`src/rtl/i2c_pkg.sv`:
```
// ---------------------------------------------------------------------------
// i2c_pkg
// Shared definitions for the I2C register-access sequencer:
//   - i2c_cmd_e   : command encodings understood by the I2C master
//   - ERR_*       : response error codes
//   - seq_state_e : per-phase handshake state (IDLE/ISSUE/GAP/WAIT)
//   - seq_phase_e : position inside the START..STOP command list
//   - next_phase / phase_cmd / phase_is_byte : phase-list helpers
// ---------------------------------------------------------------------------
package i2c_pkg;

    typedef enum logic [2:0] {
        CMD_START   = 3'd0,
        CMD_RESTART = 3'd1,
        CMD_STOP    = 3'd2,
        CMD_RD      = 3'd3,
        CMD_WR      = 3'd4
    } i2c_cmd_e;

    localparam logic [1:0] ERR_OK      = 2'b00;
    localparam logic [1:0] ERR_NACK    = 2'b01;
    localparam logic [1:0] ERR_TIMEOUT = 2'b10;

    // RD command operand: bit0 asks the master to NACK the (only) byte read.
    localparam logic [7:0] RD_NACK_LAST = 8'h01;

    typedef enum logic [1:0] {
        ST_IDLE,
        ST_ISSUE,
        ST_GAP,
        ST_WAIT
    } seq_state_e;

    typedef enum logic [3:0] {
        PH_START,
        PH_DEV_W,
        PH_REG_HI,
        PH_REG_LO,
        PH_WDATA,
        PH_RESTART,
        PH_DEV_R,
        PH_RD,
        PH_STOP
    } seq_phase_e;

    // Successor of a phase in the error-free command list.
    function automatic seq_phase_e next_phase(seq_phase_e ph, logic is_rd, logic two_bytes);
        seq_phase_e nxt;
        nxt = PH_STOP;
        case (ph)
            PH_START:   nxt = PH_DEV_W;
            PH_DEV_W:   nxt = two_bytes ? PH_REG_HI : PH_REG_LO;
            PH_REG_HI:  nxt = PH_REG_LO;
            PH_REG_LO:  nxt = is_rd ? PH_RESTART : PH_WDATA;
            PH_WDATA:   nxt = PH_STOP;
            PH_RESTART: nxt = PH_DEV_R;
            PH_DEV_R:   nxt = PH_RD;
            PH_RD:      nxt = PH_STOP;
            default:    nxt = PH_STOP;
        endcase
        return nxt;
    endfunction

    function automatic i2c_cmd_e phase_cmd(seq_phase_e ph);
        i2c_cmd_e cmd;
        cmd = CMD_WR;
        case (ph)
            PH_START:   cmd = CMD_START;
            PH_RESTART: cmd = CMD_RESTART;
            PH_STOP:    cmd = CMD_STOP;
            PH_RD:      cmd = CMD_RD;
            default:    cmd = CMD_WR;
        endcase
        return cmd;
    endfunction

    // Byte phases finish on m_done_tick; bus-condition phases finish on m_ready.
    function automatic logic phase_is_byte(seq_phase_e ph);
        i2c_cmd_e cmd;
        cmd = phase_cmd(ph);
        return (cmd == CMD_WR) || (cmd == CMD_RD);
    endfunction

endpackage

```
`src/rtl/i2c_reg_seq_if.sv`:
```
// ---------------------------------------------------------------------------
// i2c_reg_seq_if
// Bundles the register-request/response handshake and the I2C master command
// port of the sequencer.
//   req_*  : request from the register-bus bridge (req_valid/req_ready)
//   rsp_*  : one-cycle response back to the bridge
//   m_*    : command/status port of the I2C master
// Modports:
//   slave  : the sequencer's view (consumes requests, drives master commands)
//   master : the environment's view (bridge + I2C master side)
// ---------------------------------------------------------------------------
interface i2c_reg_seq_if;
    logic        req_valid;
    logic        req_ready;
    logic        req_rd;
    logic [6:0]  req_dev;
    logic [15:0] req_reg;
    logic [7:0]  req_wdata;

    logic        rsp_valid;
    logic [7:0]  rsp_rdata;
    logic [1:0]  rsp_err;

    logic [2:0]  m_cmd;
    logic [7:0]  m_din;
    logic        m_wr_i2c;
    logic        m_ready;
    logic        m_done_tick;
    logic        m_ack;
    logic [7:0]  m_dout;

    modport slave (
        input  req_valid, req_rd, req_dev, req_reg, req_wdata,
        input  m_ready, m_done_tick, m_ack, m_dout,
        output req_ready, rsp_valid, rsp_rdata, rsp_err,
        output m_cmd, m_din, m_wr_i2c
    );

    modport master (
        output req_valid, req_rd, req_dev, req_reg, req_wdata,
        output m_ready, m_done_tick, m_ack, m_dout,
        input  req_ready, rsp_valid, rsp_rdata, rsp_err,
        input  m_cmd, m_din, m_wr_i2c
    );
endinterface

```
`src/rtl/i2c_seq_timer.sv`:
```
// ---------------------------------------------------------------------------
// i2c_seq_timer
// Per-command watchdog: counts enabled cycles since the last clear and flags
// when LIMIT cycles have elapsed. Saturates at LIMIT.
// Ports:
//   clk, reset_n : clock, asynchronous active-low reset
//   i_clear      : restart the count at zero (has priority)
//   i_enable     : count this cycle
//   o_expired    : count has reached LIMIT
// ---------------------------------------------------------------------------
module i2c_seq_timer #(
    parameter int unsigned LIMIT = 50000
) (
    input  logic clk,
    input  logic reset_n,
    input  logic i_clear,
    input  logic i_enable,
    output logic o_expired
);
    localparam int W = $clog2(LIMIT + 1);

    logic [W-1:0] r_count;

    always_ff @(posedge clk or negedge reset_n) begin
        if (!reset_n) begin
            r_count <= '0;
        end else if (i_clear) begin
            r_count <= '0;
        end else if (i_enable && !o_expired) begin
            r_count <= r_count + 1'b1;
        end
    end

    assign o_expired = (r_count == W'(LIMIT));
endmodule

```
`src/rtl/i2c_reg_seq.sv`:
```
// ---------------------------------------------------------------------------
// i2c_reg_seq
// Register-access sequencer in front of an I2C master. Takes one single-byte
// register read/write request, walks the START/WR/(RESTART/WR/RD)/STOP command
// list on the master's command port and returns one response pulse.
// Parameters:
//   REG_ADDR_BYTES : 1 or 2 register-address bytes (MSB first)
//   TIMEOUT_CYCLES : per-command watchdog limit in clk cycles
// Build option:
//   I2C_SEQ_TIMEOUT_EN : when defined, a watchdog aborts a stuck phase with
//                        err=10; when undefined, phases may wait forever.
// Ports:
//   clk     : system clock
//   reset_n : asynchronous active-low reset (aborts silently, no response)
//   bus     : i2c_reg_seq_if.slave (request, response, master command port)
// ---------------------------------------------------------------------------
module i2c_reg_seq
    import i2c_pkg::*;
#(
    parameter int          REG_ADDR_BYTES = 1,
    parameter int unsigned TIMEOUT_CYCLES = 50000
) (
    input  logic           clk,
    input  logic           reset_n,
    i2c_reg_seq_if.slave   bus
);
    localparam logic TWO_BYTES = (REG_ADDR_BYTES == 2);

    seq_state_e  r_state;
    seq_phase_e  r_phase;
    logic        r_rd;
    logic [6:0]  r_dev;
    logic [15:0] r_reg;
    logic [7:0]  r_wdata;
    logic [1:0]  r_err;
    logic [7:0]  r_rdata;

    logic        r_req_ready;
    logic        r_rsp_valid;
    logic [7:0]  r_rsp_rdata;
    logic [1:0]  r_rsp_err;
    i2c_cmd_e    r_m_cmd;
    logic [7:0]  r_m_din;
    logic        r_m_wr_i2c;

    logic [7:0]  w_din;
    logic        w_phase_done;
    logic        w_timeout;

    // Operand byte for the current phase.
    always_comb begin
        w_din = 8'h00;
        case (r_phase)
            PH_DEV_W:  w_din = {r_dev, 1'b0};
            PH_REG_HI: w_din = r_reg[15:8];
            PH_REG_LO: w_din = r_reg[7:0];
            PH_WDATA:  w_din = r_wdata;
            PH_DEV_R:  w_din = {r_dev, 1'b1};
            PH_RD:     w_din = RD_NACK_LAST;
            default:   w_din = 8'h00;
        endcase
    end

    assign w_phase_done = phase_is_byte(r_phase) ? bus.m_done_tick : bus.m_ready;

`ifdef I2C_SEQ_TIMEOUT_EN
    logic w_tmr_clear;
    logic w_tmr_enable;

    assign w_tmr_clear  = (r_state == ST_ISSUE);
    assign w_tmr_enable = (r_state == ST_GAP) || (r_state == ST_WAIT);

    i2c_seq_timer #(
        .LIMIT (TIMEOUT_CYCLES)
    ) u_timer (
        .clk       (clk),
        .reset_n   (reset_n),
        .i_clear   (w_tmr_clear),
        .i_enable  (w_tmr_enable),
        .o_expired (w_timeout)
    );
`else
    assign w_timeout = 1'b0;
`endif

    always_ff @(posedge clk or negedge reset_n) begin
        if (!reset_n) begin
            r_state     <= ST_IDLE;
            r_phase     <= PH_START;
            r_rd        <= 1'b0;
            r_dev       <= '0;
            r_reg       <= '0;
            r_wdata     <= '0;
            r_err       <= ERR_OK;
            r_rdata     <= '0;
            r_req_ready <= 1'b1;
            r_rsp_valid <= 1'b0;
            r_rsp_rdata <= '0;
            r_rsp_err   <= ERR_OK;
            r_m_cmd     <= CMD_STOP;
            r_m_din     <= '0;
            r_m_wr_i2c  <= 1'b0;
        end else begin
            r_m_wr_i2c  <= 1'b0;
            r_rsp_valid <= 1'b0;

            case (r_state)
                ST_IDLE: begin
                    // req_ready comes back one cycle after the response pulse,
                    // so acceptance is qualified by the registered ready.
                    r_req_ready <= 1'b1;
                    if (bus.req_valid && r_req_ready) begin
                        r_rd        <= bus.req_rd;
                        r_dev       <= bus.req_dev;
                        r_reg       <= bus.req_reg;
                        r_wdata     <= bus.req_wdata;
                        r_err       <= ERR_OK;
                        r_rdata     <= '0;
                        r_phase     <= PH_START;
                        r_req_ready <= 1'b0;
                        r_state     <= ST_ISSUE;
                    end
                end

                ST_ISSUE: begin
                    if (bus.m_ready) begin
                        r_m_cmd    <= phase_cmd(r_phase);
                        r_m_din    <= w_din;
                        r_m_wr_i2c <= 1'b1;
                        r_state    <= ST_GAP;
                    end
                end

                // The master needs a cycle to drop m_ready after the strobe.
                ST_GAP: begin
                    r_state <= ST_WAIT;
                end

                ST_WAIT: begin
                    // Completion in the same cycle as expiry takes precedence.
                    if (w_phase_done) begin
                        if (r_phase == PH_STOP) begin
                            r_rsp_valid <= 1'b1;
                            r_rsp_err   <= r_err;
                            r_rsp_rdata <= (r_err == ERR_OK) ? r_rdata : 8'h00;
                            r_state     <= ST_IDLE;
                        end else if ((phase_cmd(r_phase) == CMD_WR) && bus.m_ack) begin
                            r_err   <= ERR_NACK;
                            r_phase <= PH_STOP;
                            r_state <= ST_ISSUE;
                        end else begin
                            if (r_phase == PH_RD) begin
                                r_rdata <= bus.m_dout;
                            end
                            r_phase <= next_phase(r_phase, r_rd, TWO_BYTES);
                            r_state <= ST_ISSUE;
                        end
                    end else if (w_timeout) begin
                        if (r_phase == PH_STOP) begin
                            // STOP itself hung: report right away, no retry.
                            r_rsp_valid <= 1'b1;
                            r_rsp_err   <= ERR_TIMEOUT;
                            r_rsp_rdata <= 8'h00;
                            r_state     <= ST_IDLE;
                        end else begin
                            r_err   <= ERR_TIMEOUT;
                            r_phase <= PH_STOP;
                            r_state <= ST_ISSUE;
                        end
                    end
                end

                default: begin
                    r_state <= ST_IDLE;
                end
            endcase
        end
    end

    assign bus.req_ready = r_req_ready;
    assign bus.rsp_valid = r_rsp_valid;
    assign bus.rsp_rdata = r_rsp_rdata;
    assign bus.rsp_err   = r_rsp_err;
    assign bus.m_cmd     = r_m_cmd;
    assign bus.m_din     = r_m_din;
    assign bus.m_wr_i2c  = r_m_wr_i2c;
endmodule

```
`src/flat_wrapper.sv`:
```
// flat-port wrapper written by rule: the top's interface ports become plain ports
module i2c_reg_seq_flat import i2c_pkg::*;
#(
    parameter int          REG_ADDR_BYTES = 1,
    parameter int unsigned TIMEOUT_CYCLES = 50000
)
  (clk, reset_n, bus_req_valid, bus_req_rd, bus_req_dev, bus_req_reg, bus_req_wdata, bus_m_ready, bus_m_done_tick, bus_m_ack, bus_m_dout, bus_req_ready, bus_rsp_valid, bus_rsp_rdata, bus_rsp_err, bus_m_cmd, bus_m_din, bus_m_wr_i2c);
  i2c_reg_seq_if bus_i ();
  input  logic clk;
  input  logic reset_n;
  input wire logic [$bits(bus_i.req_valid)-1:0] bus_req_valid;
  input wire logic [$bits(bus_i.req_rd)-1:0] bus_req_rd;
  input wire logic [$bits(bus_i.req_dev)-1:0] bus_req_dev;
  input wire logic [$bits(bus_i.req_reg)-1:0] bus_req_reg;
  input wire logic [$bits(bus_i.req_wdata)-1:0] bus_req_wdata;
  input wire logic [$bits(bus_i.m_ready)-1:0] bus_m_ready;
  input wire logic [$bits(bus_i.m_done_tick)-1:0] bus_m_done_tick;
  input wire logic [$bits(bus_i.m_ack)-1:0] bus_m_ack;
  input wire logic [$bits(bus_i.m_dout)-1:0] bus_m_dout;
  output wire logic [$bits(bus_i.req_ready)-1:0] bus_req_ready;
  output wire logic [$bits(bus_i.rsp_valid)-1:0] bus_rsp_valid;
  output wire logic [$bits(bus_i.rsp_rdata)-1:0] bus_rsp_rdata;
  output wire logic [$bits(bus_i.rsp_err)-1:0] bus_rsp_err;
  output wire logic [$bits(bus_i.m_cmd)-1:0] bus_m_cmd;
  output wire logic [$bits(bus_i.m_din)-1:0] bus_m_din;
  output wire logic [$bits(bus_i.m_wr_i2c)-1:0] bus_m_wr_i2c;
  assign bus_i.req_valid = bus_req_valid;
  assign bus_i.req_rd = bus_req_rd;
  assign bus_i.req_dev = bus_req_dev;
  assign bus_i.req_reg = bus_req_reg;
  assign bus_i.req_wdata = bus_req_wdata;
  assign bus_i.m_ready = bus_m_ready;
  assign bus_i.m_done_tick = bus_m_done_tick;
  assign bus_i.m_ack = bus_m_ack;
  assign bus_i.m_dout = bus_m_dout;
  assign bus_req_ready = bus_i.req_ready;
  assign bus_rsp_valid = bus_i.rsp_valid;
  assign bus_rsp_rdata = bus_i.rsp_rdata;
  assign bus_rsp_err = bus_i.rsp_err;
  assign bus_m_cmd = bus_i.m_cmd;
  assign bus_m_din = bus_i.m_din;
  assign bus_m_wr_i2c = bus_i.m_wr_i2c;
  i2c_reg_seq #(.REG_ADDR_BYTES(REG_ADDR_BYTES), .TIMEOUT_CYCLES(TIMEOUT_CYCLES)) u_core (.clk(clk), .reset_n(reset_n), .bus(bus_i));
endmodule
```
`config.mk`:
```
export PLATFORM = sky130hd
export DESIGN_NAME = i2c_reg_seq_flat
export DESIGN_NICKNAME = d
export VERILOG_FILES = /design/src/rtl/i2c_pkg.sv /design/src/rtl/i2c_reg_seq_if.sv /design/src/rtl/i2c_seq_timer.sv /design/src/rtl/i2c_reg_seq.sv /design/src/flat_wrapper.sv
export SDC_FILE = /design/constraint.sdc
export NUM_CORES = 1
export LEC_CHECK = 0
export ABC_AREA = 1
export ABC_CLOCK_PERIOD_IN_PS = 5200
export CAP_MARGIN = 20
export CORE_MARGIN = 5
export CORE_UTILIZATION = 50
export DETAILED_ROUTE_END_ITERATION = 7
export GPL_TIMING_DRIVEN = 1
export PLACE_DENSITY = 0.79
export SLEW_MARGIN = 5
export SYNTH_ARGS = -nofsm -noshare
export SYNTH_HDL_FRONTEND = slang
export SYNTH_SLANG_ARGS = --single-unit
```
`constraint.sdc`:
```
create_clock -name clk -period 5.2 [get_ports clk]
set_input_delay 1.04 -clock clk [delete_from_list [all_inputs] [get_ports clk]]
set_output_delay 1.04 -clock clk [all_outputs]
set_load 0.1 [all_outputs]
```
==> flow_metrics.tcl, run 1 <==
set metrics [dict create \
    status "complete, no violations" \
    reg2reg_slack_ns 3.12 \
    yosys_most_used_dff "dfrtp_1" \
    cp.arrival_ns 2.01 \
    layout-drive-gt1-share_pct 10.02 \
    numPortBuffers 68 \
    avgSynthCellArea_um2 8.097 \
    gp_congestion 0.7930 \
    clock_sinks 70 \
    hold_viol_final 0 \
    die_y_um 90.79 \
    crit_chain "clkdlybuf4s50_1" \
    ys_types 32 \
    hold_depth 2 \
    start_util_pct 51.39 \
    ys_seq_elements 70 \
    cts_buffers 9 \
    fmax_mhz 328.3 \
    switching_share_pct 44.83 \
    crit_required_ns 4.16 \
    routed_wl_um 7296 \
    cts_root_buf "clkbuf_8" \
    first_global_vias 2761 \
    vdd_drop_max_v 0.0004066 \
    dieArea_mm2 0.008242 \
    dp_hpwl_um 5232 \
    min_period_ns 3.046 \
    synth.largest_area_cell "dfrtp_1" \
    diodes 0 \
    std_cell_rows 29 \
    synth_edf_count 0 \
    p_clk_share_pct 19.7 \
    synth_common_cells "nand2_1 (209), dfrtp_1 (68), inv_1 (27)" \
    clkTransAtPathRegs_ns 0.08 \
    vias_per_cell 4.982 \
    comb_power_share_pct 43.9 \
    vias 2770 \
    rr_worst_depth 7 \
    largest_reg_flops 16 \
    regArea_mm2 0.001754 \
    cts_hold_buf 0 \
    synth_top_area_share_pct 52.15 \
    hp-start "u_core.r_dev[4]" \
    pwr-share-seq_pct 36.4 \
    powerDensity_mw_per_mm2 569.0 \
    r2r_start "u_core.r_state[0]" \
    grt_usage_pct 18.82 \
    wl_per_cell_um 13.12 \
    worst_slew_pin_slew_ns 0.9981 \
    placed_cell_area_mm2 0.003993 \
    multi_input_comb_area_mm2 0.001328 \
    maxCapViolations 0 \
    p_switching_uw 1078 \
    skew_ns 0.008813 \
    whs_endpoint "u_core.r_dev[4]" \
    hold_path_class "reg2reg" \
    antenna_found_initial 0 \
    htreeDepth 3 \
    tns_ns 0 \
    nFillCells 509 \
    grt_max_degree 49 \
    nets 523 \
    critPathSlowestCell "clkdlybuf4s50_1" \
    area_growth_pct 29.52 \
    slew_headroom_pct 33.25 \
    fin_crit_sh_pct 58.58 \
    synth_area_leaders "dfrtp_1 (52%), nand2_1 (24%), inv_1 (3.1%)" \
    max_stage_delay_ns 1.12 \
    core-area_mm2 0.006350 \
    cts_buffer_depth 2 \
    ys_async_sr_fraction_pct 100.0 \
    ant_nets 0 \
    syn_inst 403 \
    yosysMostFrequentCell "nand2_1" \
    crit_path_end_kind "primary output" \
    ios 70 \
    cp_max_fo 2 \
    drc 0 \
    cts_tree "built" \
    syn-num-nets 452 \
    pre_cts_ws_ns 2.442 \
    ys_seq_area_share_pct 53.76 \
    rsz0062_at_grt "no" \
    grt_pass1_wl_um 12540 \
    finalSetupViolCount 0 \
    timing.rr.end "u_core.r_reg[5]" \
    grt_overflow_total 0 \
    die_w_um 90.79 \
    crit_type "reg2out" \
    timing.critical_path.buf_inv 1 \
    startpoint_type "register" \
    fin_hold_ws_ns 0.4747 \
    fin_area_mm2 0.004227 \
    p_leak_uw 0.002154 \
    post-cts-setup-buffers 0 \
    synth_area_mm2 0.003263 \
    path_delay_family "buffers and inverters" \
    drt_first_pass_iters 4 \
    clkLatencyLatePin_ns 0.35 \
    drv_slew 0 \
    yosysWarnings 0 \
    drtIter0Drc 216 \
    p_int_uw 1327 \
    postCtsResizedCells 0 \
    worst_slack_ns 2.154 \
]
==> layout by cell type (no fill, tap or decap), types with 4 or more instances in the layout <==
cell / instances
a21oi_1: 7
clkbuf_8: 9
clkdlybuf4s50_1: 67
dfrtp_1: 68
inv_1: 27
inv_2: 5
nand2_1: 209
nand2_2: 4
nand3_1: 16
nor2_1: 5
o21ai_0: 14
o21ai_1: 4
o21ai_2: 9
==> cell families after synthesis <==
| kind of cell | Yosys count | synth area share, % |
|---|---|---|
| compound gates | 39 | 7.363 |
| fa+ha+maj | 3 | 1.150 |
| buf+inv | 44 | 5.560 |
| flops | 70 | 53.76 |
| other cells | 1 | 0.1149 |
| simple gates | 246 | 32.06 |
==> power groups by stage <==
| stage | logic [uW] | registers [uW] | clock network, uW |
|---|---|---|---|
| after floorplan | 508 | 1170 | 0 |
| after global placement | 1020 | 876 | 0 |
| after detailed placement | 1060 | 882 | 0 |
| after CTS | 1060 | 875 | 481 |
| after global routing | 1160 | 903 | 503 |
| final | 1050 | 876 | 474 |
==> cell type report <==
| cell class | count | area share, % |
|---|---|---|
| Tap cell | 77 | 2.279 |
| Timing Repair Buffer | 71 | 16.81 |
| Multi-Input combinational cell | 289 | 31.41 |
| Sequential cell | 70 | 41.50 |
| Clock buffer | 10 | 3.020 |
| Clock inverter | 6 | 2.043 |
| Inverter | 33 | 2.931 |
==> through the flow <==
step	util, %	std cells	power, uW
floorplan	-	403	1675
global placement	62.88	539	1899
detailed placement	62.88	539	1938
CTS	66.25	555	2417
global route	66.56	556	2565
finish	66.56	556	2405
==> how the worst max path moves through the flow <==
stage | start | to | depth (start not counted)
6_report | u_core.bus.m_cmd[1] | bus_m_cmd[1] | 1
5_1_grt | u_core.bus.m_cmd[1] | bus_m_cmd[1] | 1
4_1_cts | u_core.bus.m_cmd[1] | bus_m_cmd[1] | 1
3_5_place_dp | bus_req_valid | u_core.r_reg[1] | 6
3_3_place_gp | bus_req_valid | u_core.r_wdata[1] | 6
2_1_floorplan | bus_req_valid | u_core.r_dev[0] | 7
==> metal layers <==
metal | part of all wire [%] | global-route usage, % | vias up
met5 | 0 | 0 | -
met4 | 2.1 | 8.680 | 0
met3 | 6.1 | 5.083 | 14
met2 | 46 | 28.51 | 71
met1 | 45 | 25.18 | 1296
li1 | - | - | 1389
Power figures use the tool's default switching activity.
==> run 2: changes to the inputs <==
Settings changed: ABC_CLOCK_PERIOD_IN_PS 5200 to 2500, CORE_UTILIZATION 50 to 46, PLACE_DENSITY 0.79 to 0.76.
Clock period 5.2 ns to 2.5 ns, I/O delays scaled along.
==> run 2 against run 1 <==
Clock power grew 100%; register-to-register slack got worse by 2.3 ns; worst hold slack worse by 0.41 ns; sequential cell count unchanged; clock-buffer cell count rose by 2; largest cell class unchanged.
==> flow_metrics.tcl, run 2 (synthesis results as in run 1) <==
set metrics [dict create \
    drv_slew 0 \
    drt_first_pass_iters 4 \
    cp_max_fo 9 \
    crit_type "in2reg" \
    dp_hpwl_um 5192 \
    cts_hold_buf 0 \
    p_leak_uw 0.002197 \
    die_w_um 94.23 \
    first_global_vias 2588 \
    fmax_mhz 584.4 \
    crit_path_end_kind "register" \
    htreeDepth 3 \
    cts_buffer_depth 2 \
    drc 0 \
    min_period_ns 1.711 \
    final_common_cell "nand2_1" \
    nets 524 \
    hold_path_class "in2async" \
    slew_headroom_pct 66.54 \
    diodes 0 \
    ios 70 \
    rr_worst_depth 7 \
    start_util_pct 47.77 \
    die_y_um 94.23 \
    startpoint_type "input port" \
    ant_nets 0 \
    layout-drive-gt1-share_pct 15.03 \
    core-area_mm2 0.006832 \
    grt_pass1_wl_um 12050 \
    largest_reg_flops 16 \
    std_cell_rows 30 \
    vias 2716 \
    post-cts-setup-buffers 0 \
    grt_usage_pct 17.32 \
    cp.arrival_ns 1.98 \
    grt_max_degree 36 \
    crit_required_ns 2.77 \
    worst_slew_pin_slew_ns 0.5007 \
    status "complete, no violations" \
    routed_wl_um 7030 \
    drtIter0Drc 129 \
    hold_viol_final 0 \
    gp_congestion 0.7957 \
    rsz0062_at_grt "no" \
    area_growth_pct 28.14 \
    clkTransAtPathRegs_ns 0.07 \
    postCtsResizedCells 0 \
    grt_overflow_total 0 \
    finalSetupViolCount 0 \
    dieArea_mm2 0.008878 \
    fin_crit_sh_pct 68.45 \
    powerDensity_mw_per_mm2 1178 \
    tns_ns 0 \
    layout_common_cells "nand2_1 (209), dfrtp_1 (68), clkdlybuf4s50_1 (44)" \
    vias_per_cell 4.723 \
    wl_per_cell_um 12.23 \
    antenna_found_initial 0 \
    maxCapViolations 0 \
    cts_root_buf "clkbuf_8" \
    skew_ns 0.01459 \
    clock_sinks 70 \
    cts_buffers 9 \
    clkLatencyLatePin_ns 0.35 \
    numPortBuffers 68 \
    cts_tree "built" \
    vdd_drop_max_v 0.0003943 \
    worst_slack_ns 0.7888 \
    pre_cts_ws_ns 0.4710 \
]
run 2: critical path: stages:
cell and delay [ns]:
clkdlybuf4s50_1 0.45, inv_1 0.06, o21ai_1 0.41, nand3_4 0.23, nor2_8 0.19, nand2_1 0.07
nand2_1 0.07
run 2: layout make-up:
cell class | instances | area [um^2]
fillers | 613 | 2650
flip-flops and latches | 70 | 1754
multi-input cells | 289 | 1328
repair buffers | 72 | 648.1
clock buffers | 12 | 165.2
inverters | 33 | 123.9
well taps | 96 | 120.1
clock inverters | 3 | 42.54
run 2: path summary, 6_finish.rpt:
path	from	endpoint	slack [ns]
worst max register to register	u_core.r_state[0]	u_core.r_wdata[7]	0.80
worst max-delay path	bus_req_valid	u_core.r_rdata[2]	0.79
max in group asynchronous	reset_n	u_core.r_rdata[5]	1.72
worst min register to register	u_core.r_reg[2]	u_core.r_reg[2]	0.47
min in group clk	u_core.r_reg[2]	u_core.r_reg[2]	0.47
worst min-delay path	reset_n	u_core.r_reg[12]	0.07
run 2: metal layers:
metal	global-route usage [%]	vias up	share of wire, %
met2	26.18	64	45
li1	-	1398	-
met4	7.341	0	1.6
met3	3.285	10	5.4
met5	0	-	0
met1	24.27	1244	48
run 2: power by group:
part / switching, uW / leakage [uW] / internal, uW
Clock: 420 / 0.000104 / 536
Sequential: 247 / 0.000911 / 1580
Combinational: 1550 / 0.00118 / 596
Total: 2220 / 0.00220 / 2710
run 2: per-stage QoR:
| step | cell area (um^2) | std cells | total power [uW] | hold slack [ns] | utilization (%) |
|---|---|---|---|---|---|
| after floorplan | 3263 | 403 | 3485 | 0.2044 | - |
| after global placement | 3974 | 560 | 3940 | 0.4380 | 58.17 |
| after detailed placement | 3974 | 560 | 3999 | 0.4421 | 58.17 |
| after CTS | 4182 | 575 | 4964 | 0.06897 | 61.21 |
| after global routing | 4182 | 575 | 5282 | 0.08892 | 61.21 |
| final | 4182 | 575 | 4924 | 0.06920 | 61.21 |
